File: src/rtl/tt_pkg.sv
// Shared types and helpers for the truth-table sweeper and related stimulus engines.
package tt_pkg;

    typedef enum logic [1:0] {
        IDLE   = 2'd0,
        APPLY  = 2'd1,
        SAMPLE = 2'd2,
        FINISH = 2'd3
    } state_e;

    // Ceiling log2; returns 0 for inputs of 0 or 1.
    function automatic int unsigned clog2(input int unsigned v);
        int unsigned r;
        r = 0;
        while ((64'd1 << r) < 64'(v)) begin
            r = r + 1;
        end
        return r;
    endfunction

    // Expected truth table of a 4-input XOR, vector k -> bit k.
    localparam logic [15:0] XOR4_TABLE = 16'h6996;

endpackage

File: src/rtl/settle_counter.sv
// Loadable down-counter with a zero flag; counts settle cycles between stimulus and sampling.
module settle_counter #(
    parameter int unsigned W = 1
) (
    input  logic         clk,
    input  logic         rst_n,
    input  logic         load_i,
    input  logic [W-1:0] load_val_i,
    input  logic         dec_i,
    output logic         zero_c_o
);

    logic [W-1:0] cnt_q;
    logic [W-1:0] cnt_d;

    // Load has priority; decrement stops at zero.
    always_comb begin
        cnt_d = cnt_q;
        if (load_i) begin
            cnt_d = load_val_i;
        end else if (dec_i && (cnt_q != '0)) begin
            cnt_d = cnt_q - W'(1);
        end
    end

    // Counter register.
    always_ff @(posedge clk or negedge rst_n) begin
        if (!rst_n) begin
            cnt_q <= '0;
        end else begin
            cnt_q <= cnt_d;
        end
    end

    assign zero_c_o = (cnt_q == '0);

endmodule

File: src/rtl/truth_table_sweeper.sv
// Exhaustive stimulus engine: walks all input vectors, waits a settle time, checks a 1-bit
// function output against a latched truth table and reports pass/fail statistics.
module truth_table_sweeper
    import tt_pkg::*;
#(
    parameter int unsigned N_IN   = 4,
    parameter int unsigned SETTLE = 1,
    parameter int unsigned CNT_W  = N_IN + 1
) (
    input  logic                    clk,
    input  logic                    rst_n,
    input  logic                    start,
    input  logic                    stop_on_fail,
    input  logic [(1<<N_IN)-1:0]    exp_table,
    input  logic                    func_o,
    output logic [N_IN-1:0]         vec,
    output logic                    busy,
    output logic                    done,
    output logic                    pass,
    output logic [CNT_W-1:0]        mismatch_cnt,
    output logic [N_IN-1:0]         first_fail,
    output logic                    fail_seen
);

    localparam int unsigned NUM_VEC = 1 << N_IN;
    localparam int unsigned SC_W    = clog2(SETTLE) + 1;

    localparam logic [SC_W-1:0]  SETTLE_LOAD = SC_W'(SETTLE - 1);
    localparam logic [N_IN-1:0]  VEC_LAST    = N_IN'(NUM_VEC - 1);
    localparam logic [CNT_W-1:0] CNT_MAX     = CNT_W'(NUM_VEC);

    state_e               state_q, state_d;
    logic [N_IN-1:0]      vec_q, vec_d;
    logic                 busy_q, busy_d;
    logic                 done_q, done_d;
    logic                 pass_q, pass_d;
    logic [CNT_W-1:0]     cnt_q, cnt_d;
    logic [N_IN-1:0]      first_q, first_d;
    logic                 fail_q, fail_d;
    logic [NUM_VEC-1:0]   tbl_q, tbl_d;
    logic                 sof_q, sof_d;

    logic                 sc_load_c;
    logic                 sc_dec_c;
    logic                 sc_zero_c;
    logic                 mism_c;

    settle_counter #(
        .W (SC_W)
    ) u_settle (
        .clk        (clk),
        .rst_n      (rst_n),
        .load_i     (sc_load_c),
        .load_val_i (SETTLE_LOAD),
        .dec_i      (sc_dec_c),
        .zero_c_o   (sc_zero_c)
    );

    // Function output is only meaningful in SAMPLE; elsewhere this is ignored.
    assign mism_c = (func_o != tbl_q[vec_q]);

    // Next-state and next-output logic for the sweep sequencer.
    always_comb begin
        state_d   = state_q;
        vec_d     = vec_q;
        busy_d    = busy_q;
        done_d    = 1'b0;
        pass_d    = pass_q;
        cnt_d     = cnt_q;
        first_d   = first_q;
        fail_d    = fail_q;
        tbl_d     = tbl_q;
        sof_d     = sof_q;
        sc_load_c = 1'b0;
        sc_dec_c  = 1'b0;

        case (state_q)
            IDLE: begin
                if (start) begin
                    tbl_d     = exp_table;
                    sof_d     = stop_on_fail;
                    vec_d     = '0;
                    cnt_d     = '0;
                    first_d   = '0;
                    fail_d    = 1'b0;
                    pass_d    = 1'b0;
                    busy_d    = 1'b1;
                    sc_load_c = 1'b1;
                    state_d   = APPLY;
                end
            end

            APPLY: begin
                if (sc_zero_c) begin
                    state_d = SAMPLE;
                end else begin
                    sc_dec_c = 1'b1;
                end
            end

            SAMPLE: begin
                if (mism_c) begin
                    if (cnt_q != CNT_MAX) begin
                        cnt_d = cnt_q + CNT_W'(1);
                    end
                    if (!fail_q) begin
                        first_d = vec_q;
                    end
                    fail_d = 1'b1;
                end
                if ((vec_q == VEC_LAST) || (mism_c && sof_q)) begin
                    done_d  = 1'b1;
                    pass_d  = (cnt_d == '0);
                    state_d = FINISH;
                end else begin
                    vec_d     = vec_q + N_IN'(1);
                    sc_load_c = 1'b1;
                    state_d   = APPLY;
                end
            end

            FINISH: begin
                busy_d  = 1'b0;
                state_d = IDLE;
            end

            default: begin
                state_d = IDLE;
            end
        endcase
    end

    // State and output registers.
    always_ff @(posedge clk or negedge rst_n) begin
        if (!rst_n) begin
            state_q <= IDLE;
            vec_q   <= '0;
            busy_q  <= 1'b0;
            done_q  <= 1'b0;
            pass_q  <= 1'b0;
            cnt_q   <= '0;
            first_q <= '0;
            fail_q  <= 1'b0;
            tbl_q   <= '0;
            sof_q   <= 1'b0;
        end else begin
            state_q <= state_d;
            vec_q   <= vec_d;
            busy_q  <= busy_d;
            done_q  <= done_d;
            pass_q  <= pass_d;
            cnt_q   <= cnt_d;
            first_q <= first_d;
            fail_q  <= fail_d;
            tbl_q   <= tbl_d;
            sof_q   <= sof_d;
        end
    end

    assign vec          = vec_q;
    assign busy         = busy_q;
    assign done         = done_q;
    assign pass         = pass_q;
    assign mismatch_cnt = cnt_q;
    assign first_fail   = first_q;
    assign fail_seen    = fail_q;

endmodule

File: config.mk
export PLATFORM = sky130hd
export DESIGN_NAME = truth_table_sweeper
export DESIGN_NICKNAME = d
export VERILOG_FILES = /design/src/rtl/tt_pkg.sv /design/src/rtl/settle_counter.sv /design/src/rtl/truth_table_sweeper.sv
export SDC_FILE = /design/constraint.sdc
export NUM_CORES = 1
export LEC_CHECK = 0
export ABC_CLOCK_PERIOD_IN_PS = 5400
export CAP_MARGIN = 20
export CORE_MARGIN = 2
export CORE_UTILIZATION = 55
export DETAILED_ROUTE_END_ITERATION = 16
export DONT_BUFFER_PORTS = 1
export GPL_TIMING_DRIVEN = 0
export PLACE_DENSITY = 0.8
export SLEW_MARGIN = 25
export SYNTH_ARGS = -nofsm -noshare
export SYNTH_HDL_FRONTEND = slang
export SYNTH_HIERARCHICAL = 1
export SYNTH_SLANG_ARGS = --single-unit
File: constraint.sdc
create_clock -name clk -period 5.4 [get_ports clk]
set_input_delay 1.08 -clock clk [delete_from_list [all_inputs] [get_ports clk]]
set_output_delay 1.08 -clock clk [all_outputs]
set_load 0.05 [all_outputs]
# Word level (Yosys, flattened, before mapping)
# Cells that the tools add are included.
[word_totals]
regBits = 37
inputBits = 21
output_inout_bits = 17
elab_cells = 76
[op_classes]
n_addsub = 3
magnitude_cmp = 1
eq_ne = 12
n_mux = 33
reduce_logical = 16
[op_table]
columns = ["op", "n"]
rows = [
  ["5-bit two-way mux", 4],
  ["4-bit two-way mux", 4],
  ["4-bit one-hot mux with 2 select lines", 2],
  ["1-bit two-way mux", 13],
  ["2-bit != test (second input constant)", 6],
  ["5-bit one-hot mux with 2 select lines", 1],
  ["3-bit AND reduction", 3],
  ["1-bit one-hot mux with 2 select lines", 4],
  ["2-bit one-hot mux with 4 select lines", 1],
  ["2-bit AND reduction", 4],
  ["2-bit two-way mux", 3],
  ["2-bit nonzero test", 3],
  ["5-bit by 1-bit adder with 5-bit output (second input constant)", 1],
  ["5-bit logical NOT", 1],
  ["4-bit by 5-bit less-than comparator with 1-bit output (second input constant)", 1],
  ["5-bit != test (second input constant)", 1],
  ["4-bit by 1-bit adder with 4-bit output (second input constant)", 1],
  ["1-bit binary-select mux with 4-bit select", 1],
  ["2-bit == test (second input constant)", 2],
  ["4-bit == test (second input constant)", 1],
  ["4-bit AND reduction", 1],
  ["2-bit by 1-bit == test with 1-bit output (second input constant)", 1],
  ["1-bit logical AND", 2],
  ["2-bit logical NOT", 1],
  ["other kinds (3)", 3],
]

# Depth between registers and ports, before layout
# Gate-level depths: netlist (run 1).
[depth]
word_depth = 8
ltp_mapped = 8
mapped_depth_nobuf = 8

# Modules after synthesis
# The synthesis (run 1) kept the hierarchy.
[modules_own_cells]
columns = ["module", "n_inst", "cells_per_inst", "area_each_um2", "seq_area_each_um2"]
rows = [
  ["truth_table_sweeper", 1, 192, 1864.3, 900.9],
  ["settle_counter", 1, 4, 45.0, 25.0],
]

# Worst setup path before layout (run 1)
# OpenSTA, ideal clock, no wires.
[synth_timing]
path_type = "register to register"
from = "register vec_q[0] (netlist: vec[0])"
to = "register first_q[2] (netlist: first_fail[2])"
setup_time_ps = 80
arrival_time_ps = 2392
t_required_ps = 5320
path_slack_ps = 2928
stages_incl_launch_ff = 8
path_buffers = 1
period_less_slack_ps = 2472
cell_sequence = "dfrtp_1 > buf_6 > mux2i_1 > mux4_2 > mux2i_1 > xor2_1 > nor3b_4 > mux2i_1"
[synth_via]
elab_chain_len = 5
[synth_lines]
columns = ["element", "line", "rtl"]
rows = [
  ["from (decl)", "truth_table_sweeper.sv:33", "logic [N_IN-1:0] vec_q, vec_d;"],
  ["from (signal assigned)", "truth_table_sweeper.sv:148", "vec_q <= vec_d;"],
  ["1-bit binary-select mux with 4-bit select", "truth_table_sweeper.sv:60", "assign mism_c = (func_o != tbl_q[vec_q]);"],
  ["1-bit two-way mux (not written as such)", "truth_table_sweeper.sv:60", ""],
  ["1-bit != test", "truth_table_sweeper.sv:60", ""],
  ["2-bit != test (no source line)", "-", ""],
  ["4-bit AND reduction (no source line)", "-", ""],
  ["to (signal assigned)", "truth_table_sweeper.sv:153", "first_q <= first_d;"],
  ["to (decl)", "truth_table_sweeper.sv:38", "logic [N_IN-1:0] first_q, first_d;"],
]
# No other way between the ends. The select of a mux whose other input is x is not followed.
# A chain may end at the register's enable or synchronous reset.

# Final worst setup path (run 1)
[layout_timing]
from = "register vec_q[0] (netlist: vec[0])"
to = "register first_q[1] (netlist: first_fail[1])"
# The elaborated chain is that of the path after synthesis.

==> metrics.yaml, run 1 <==
clk-insertion-delay-late_ps: 350
drv_slew: 0
start_util_pct: 57.2
grt_pass1_wl_mm: 6.64
dieWidth_um: 62.9
total_leakage_power_nw: 0.939
synth_flop_cell: "dfrtp_1"
drc: 0
ys_types: 42
ctsHoldBuffers: 0
slowest_delay_ps: 730
n_antenna_cell: 0
final_common_cell: "nand2_1"
port_buffers: 0
grt_antenna_before_repair: 0
arrival_ps: 3100
critPathRequiredTime_ps: 5660
final_cells: 250
critPathCaptureType: "flip-flop"
path_cells: "buf_6 -> mux2i_1 -> mux4_2 -> mux2i_1 -> xor2_1 -> nor3b_4 -> mux2i_1"
ctsResizeCount: 0
finalCritPeriodShare_pct: 52.7
finalWorstSetupSlack_ps: 2550
root_buffer: "clkbuf_4"
fin_crit_ps: 2850
post-cts-setup-buffers: 0
die_h_um: 62.9
ys_warn_count: 6
finalNetCount: 227
wirelength_mm: 3.93
async_reset_ff_share_pct: 100
cellPowerDensity_nw_per_um2: 567
tns_ps: 0
avgRoutedWirePerCell_um: 15.7
synth_nets: 220
preCtsSetupSlack_ps: 2630
firstDrtPassIters: 4
synth_cells: 196
syn_to_final_growth_pct: 6.68
critPathLaunchType: "flip-flop"
tightest_slew_ps: 692
outcome: "finished, final reports clean"
grt_use_total_pct: 21.6
cts_tree: "done"
core_um2: 3340
dp.cells: 242
fmax_mhz: 351
routabilityCongestion: 0.882
seq_area_frac_synth_pct: 48.5
vias: 1456
total_power_mw: 1.16
synth_area_um2: 1910
max-slew-margin-rel_pct: 53.8
final_antenna_net_count: 0
synth_area_per_cell_um2: 9.74
synth-seq-cells: 37
hold_path_class: "input port to async pin"
setup_violations: 0
drt-initial-drc-count: 116
path_class: "flip-flop to flip-flop"
synth-edff-count: 0
ir_drop_uv: 312
grt_overflow: 0
fin_skew_ps: 13.7
grt_max_degree: 38
grt_pass1_vias: 1429
hold_viol_final: 0
grt_setup_unrepaired: "false"
via_per_inst: 5.82
row_count: 21
cts_buffers: 5
clk_pin_slew_worst_paths_ps: 110
dieArea_um2: 3960
maxCapViolations: 0
critPathMaxFanout: 10
cp_top_family: "multiplexers"
clkSinkCount: 37
ioPinCount: 38
final_cell_mix: "nand2_1 (59), dfrtp_1 (37), mux2i_1 (15)"
critPathBufInv: 1
h-tree-depth: 2
cts_buffer_depth: 2
dp_hpwl_mm: 2.88
path_common_cell: "mux2i_1"
cp_slowest_cell: "dfrtp_1"
drive_gt1_share_pct: 9.31
[through the flow]
stage / cell area (um^2) / hold slack [ps] / utilization, %
after floorplan: 1910 / 445 / -
after global placement: 1970 / 459 / 58.9
after detailed placement: 1970 / 463 / 58.9
after CTS: 2040 / 397 / 61.0
after global routing: 2040 / 375 / 61.0
final: 2040 / 411 / 61.0
[where the power goes]
part           switching [mW]  leakage (nW)  total, mW  internal [mW]
Combinational           0.252         0.421      0.443          0.191
Clock                  0.0895        0.0413      0.165         0.0754
Sequential              0.175         0.476      0.548          0.373
[sequential cells by signal (all words and copies together), names as in the netlist]
signal	count
state_q	2
fail_seen	1
done	1
mismatch_cnt	5
vec	4
busy	1
pass	1
sof_q	1
u_settle/cnt_q	1
tbl_q	16
first_fail	4
[final timing paths]
path                          start             to  slack [ps]  cells after the start
max                          vec[0]  first_fail[1]        2550                      7
min                           rst_n         vec[0]         410                      0
max reg2reg                  vec[0]  first_fail[1]        2550                      7
min reg2reg                tbl_q[1]       tbl_q[1]         480                      2
max in group asynchronous     rst_n      tbl_q[11]        4900                      0
min in group clk           tbl_q[1]       tbl_q[1]         480                      2
[cell type report]
type / count / area [um^2]
clock inverter: 1 / 5.00
multi-input combinational: 141 / 905
fill: 283 / 1300
tap: 46 / 57.6
clock buffer: 7 / 65.1
buffer: 9 / 45.0
inverter: 9 / 33.8
sequential: 37 / 926
[cells by family (layout without fill, tap and decap cells)]
| family | count (synthesis) | after routing | synth area share (%) |
|---|---|---|---|
| buffers and inverters | 18 | 26 | 4.13 |
| flip-flops | 37 | 37 | 48.5 |
| adder cells (fa/ha/maj) | 3 | 3 | 1.97 |
| AO/OA/AOI/OAI | 29 | 29 | 11.7 |
| other | 1 | 1 | 0.196 |
| XOR/XNOR | 4 | 4 | 1.84 |
| AND/OR/NAND/NOR | 84 | 84 | 19.7 |
| multiplexers | 20 | 20 | 12.0 |
[cell usage after synthesis (all sizes together), types with 3 or more instances]
cell type,instances,area (um^2)
dfrtp,37,926
nor3b,3,33.8
nand3,5,25.0
inv,9,33.8
nand2,59,221
mux2i,15,150
o21ai,4,20.0
a31oi,7,43.8
o31ai,3,27.5
mux2,3,33.8
nor2,4,15.0
clkbuf,7,26.3
ha,3,37.5
nor3,4,20.0
a21o,4,30.0
[worst register-to-register path, stage by stage (launching register included)]
cell and delay (ps):
dfrtp_1 730, buf_6 250, mux2i_1 90, mux4_2 500
mux2i_1 200, xor2_1 360, nor3b_4 410, mux2i_1 240
[layer usage]
| layer | share of wire, % | GRT usage, % |
|---|---|---|
| met5 | 0 | 0 |
| met4 | 0.20 | 7.22 |
| met3 | 8.0 | 7.21 |
| met2 | 50 | 35.1 |
| met1 | 41 | 27.1 |
Power figures use the tool's default switching activity.
==> run 2, diff against run 1 <==
--- a/config.mk
+++ b/config.mk
@@ -5,7 +5,7 @@
 export SDC_FILE = /design/constraint.sdc
 export NUM_CORES = 1
 export LEC_CHECK = 0
-export ABC_CLOCK_PERIOD_IN_PS = 5400
+export ABC_CLOCK_PERIOD_IN_PS = 2930
 export CAP_MARGIN = 20
 export CORE_MARGIN = 2
 export CORE_UTILIZATION = 55
==> constraint.sdc (replaced) <==
create_clock -name clk -period 2.93 [get_ports clk]
set_input_delay 0.586 -clock clk [delete_from_list [all_inputs] [get_ports clk]]
set_output_delay 0.586 -clock clk [all_outputs]
set_load 0.05 [all_outputs]
==> metrics.yaml, run 2 (same netlist as run 1, synthesis figures left out) <==
final_antenna_net_count: 0  # unchanged
critPathLaunchType: "flip-flop"
finalNetCount: 228  # +0.44%
final_cells: 251  # +0.40%
cellPowerDensity_nw_per_um2: 1040  # +84%
die_h_um: 62.9  # unchanged
clk-insertion-delay-late_ps: 350  # about the same
fin_crit_ps: 2660  # -190 ps
drt-initial-drc-count: 91  # -22%
total_power_mw: 2.15  # +86%
cts_buffer_depth: 2  # unchanged
path_class: "flip-flop to flip-flop"
dieArea_um2: 3960  # unchanged
drv_slew: 0  # unchanged
n_antenna_cell: 0  # unchanged
r2r.worst_path.cells: 7  # unchanged
cp_slowest_cell: "dfrtp_2"
critPathMaxFanout: 10  # unchanged
fin_skew_ps: 16.4  # +2.60 ps
p_switching_mw: 0.962  # +86%
vias: 1463  # +0.48%
slowest_delay_ps: 580  # -150 ps
clockPowerShare_pct: 14.2  # about the same
final_cell_mix: "nand2_1 (59), dfrtp_1 (35), mux2i_1 (15)"
max-slew-margin-rel_pct: 53.8  # about the same
grt_pass1_wl_mm: 6.65  # +0.11%
tns_ps: 0  # unchanged
regArea_um2: 928  # +0.27%
preCtsSetupSlack_ps: 159  # -2470 ps
arrival_ps: 2910  # -190 ps
final_common_cell: "nand2_1"
hold_path_class: "input port to async pin"
grt_pass1_vias: 1441  # +0.84%
swShare_pct: 44.8  # +0.17 points
core_um2: 3340  # unchanged
grt_max_degree: 38  # unchanged
grt_antenna_before_repair: 0  # unchanged
setup_violations: 0  # unchanged
syn_to_final_growth_pct: 7.86
h-tree-depth: 2  # unchanged
port_buffers: 0  # unchanged
fmax_mhz: 377  # +7.1%
firstDrtPassIters: 4  # unchanged
largest_reg_flops: 16  # unchanged
via_per_inst: 5.83  # about the same
maxCapViolations: 0  # unchanged
clk_pin_slew_worst_paths_ps: 110  # about the same
critPathBufInv: 1  # unchanged
grt_use_total_pct: 21.6  # +0.039 points
routabilityCongestion: 0.882  # unchanged
total_leakage_power_nw: 0.945  # +0.68%
dp_hpwl_mm: 2.88  # unchanged
cts_buffers: 5  # unchanged
cts_tree: "done"
row_count: 21  # unchanged
hold_viol_final: 0  # unchanged
cp.depth: 7  # unchanged
drive_gt1_share_pct: 10.7  # +1.4 points
wirelength_mm: 3.96  # +0.76%
finalCritPeriodShare_pct: 90.6  # +38 points
grt_overflow: 0  # unchanged
clkSinkCount: 37  # unchanged
multi_input_area_um2: 905  # unchanged
ir_drop_uv: 574  # +84%
worst_hold_slack_ps: 57.3  # -354 ps
dp.cells: 242  # unchanged
ioPinCount: 38  # unchanged
critPathRequiredTime_ps: 3190  # -2470 ps
root_buffer: "clkbuf_4"
nFillCells: 282  # -0.35%
top_register: "tbl_q"
path_cells: "buf_6 -> mux2i_1 -> mux4_2 -> mux2i_1 -> xor2_1 -> nor3b_4 -> mux2i_1"
finalWorstSetupSlack_ps: 274  # -2280 ps
grt_setup_unrepaired: "false"
comb_power_share_pct: 38.7  # +0.4 points
critPathCaptureType: "flip-flop"
drc: 0  # unchanged
p_seq_share_pct: 47.1  # -0.3 points
path_common_cell: "mux2i_1"
outcome: "finished, final reports clean"
cp_top_family: "multiplexers"
dieWidth_um: 62.9  # unchanged
tightest_slew_ps: 692  # +0.0535 ps
avgRoutedWirePerCell_um: 15.8  # +0.36%
start_util_pct: 57.2  # unchanged
intPower_mw: 1.18  # +85%
==> run 2: changes by cell type in the layout (fill, tap and decap cells not counted), sizes merged <==
cell	delta
buf	+1
==> run 2: cell type report <==
cell class                 instances  area share (%)
sequential                        37            45.1
multi-input combinational        141            43.9
clock buffer                       7            3.16
tap                               46            2.79
buffer                             9            2.19
inverter                           9            1.64
timing repair buffer               1           0.972
clock inverter                     1           0.243
==> run 2: worst paths after layout <==
| check | startpoint | endpoint | slack [ps] |
|---|---|---|---|
| setup / recovery | vec[0] | first_fail[1] | 270 |
| hold / removal | rst_n | vec[0] | 60 |
| setup reg to reg | vec[0] | first_fail[1] | 270 |
| hold reg to reg | tbl_q[1] | tbl_q[1] | 480 |
| max in group asynchronous | rst_n | tbl_q[9] | 2680 |
| min in group clk | exp_table[15] | tbl_q[15] | 340 |
==> run 2: worst reg2reg max path, cell delays in order, from the launching register on <==
cell and delay (ps):
dfrtp_2 580, buf_6 220, mux2i_1 90, mux4_2 500, mux2i_1 200, xor2_1 350
nor3b_4 400, mux2i_1 240
==> run 2: power groups by stage <==
stage / sequential, mW / clock, mW / combinational, mW
6_report: 1.01 / 0.305 / 0.830
2_1_floorplan: 0.980 / 0 / 0.659
5_1_grt: 1.04 / 0.344 / 0.925
3_5_place_dp: 1.02 / 0 / 0.809
3_3_place_gp: 1.01 / 0 / 0.764
4_1_cts: 1.01 / 0.314 / 0.827
==> run 2: metrics by stage <==
| step | instance area (um^2) | util, % |
|---|---|---|
| after floorplan | 1910 | - |
| after global placement | 1970 | 58.9 |
| after detailed placement | 1970 | 58.9 |
| after CTS | 2060 | 61.6 |
| after global routing | 2060 | 61.7 |
| final | 2060 | 61.7 |
==> run 2: per-layer routing <==
layer	vias to the layer above	share of wire, %	global-route usage (%)
met5	-	0	0
met2	62	50	35.2
met1	708	41	27.1
met3	7	7.5	7.21
met4	0	1.3	7.22
li1	686	-	-
==> run 2: repair_timing <==
action | in CTS | in global routing
setup buffers | 0 | 0
hold buffers | 1 | 0
resized for setup | 0 | 2
setup endpoints to repair | 0 | 4
hold endpoints to repair | 37 | 0
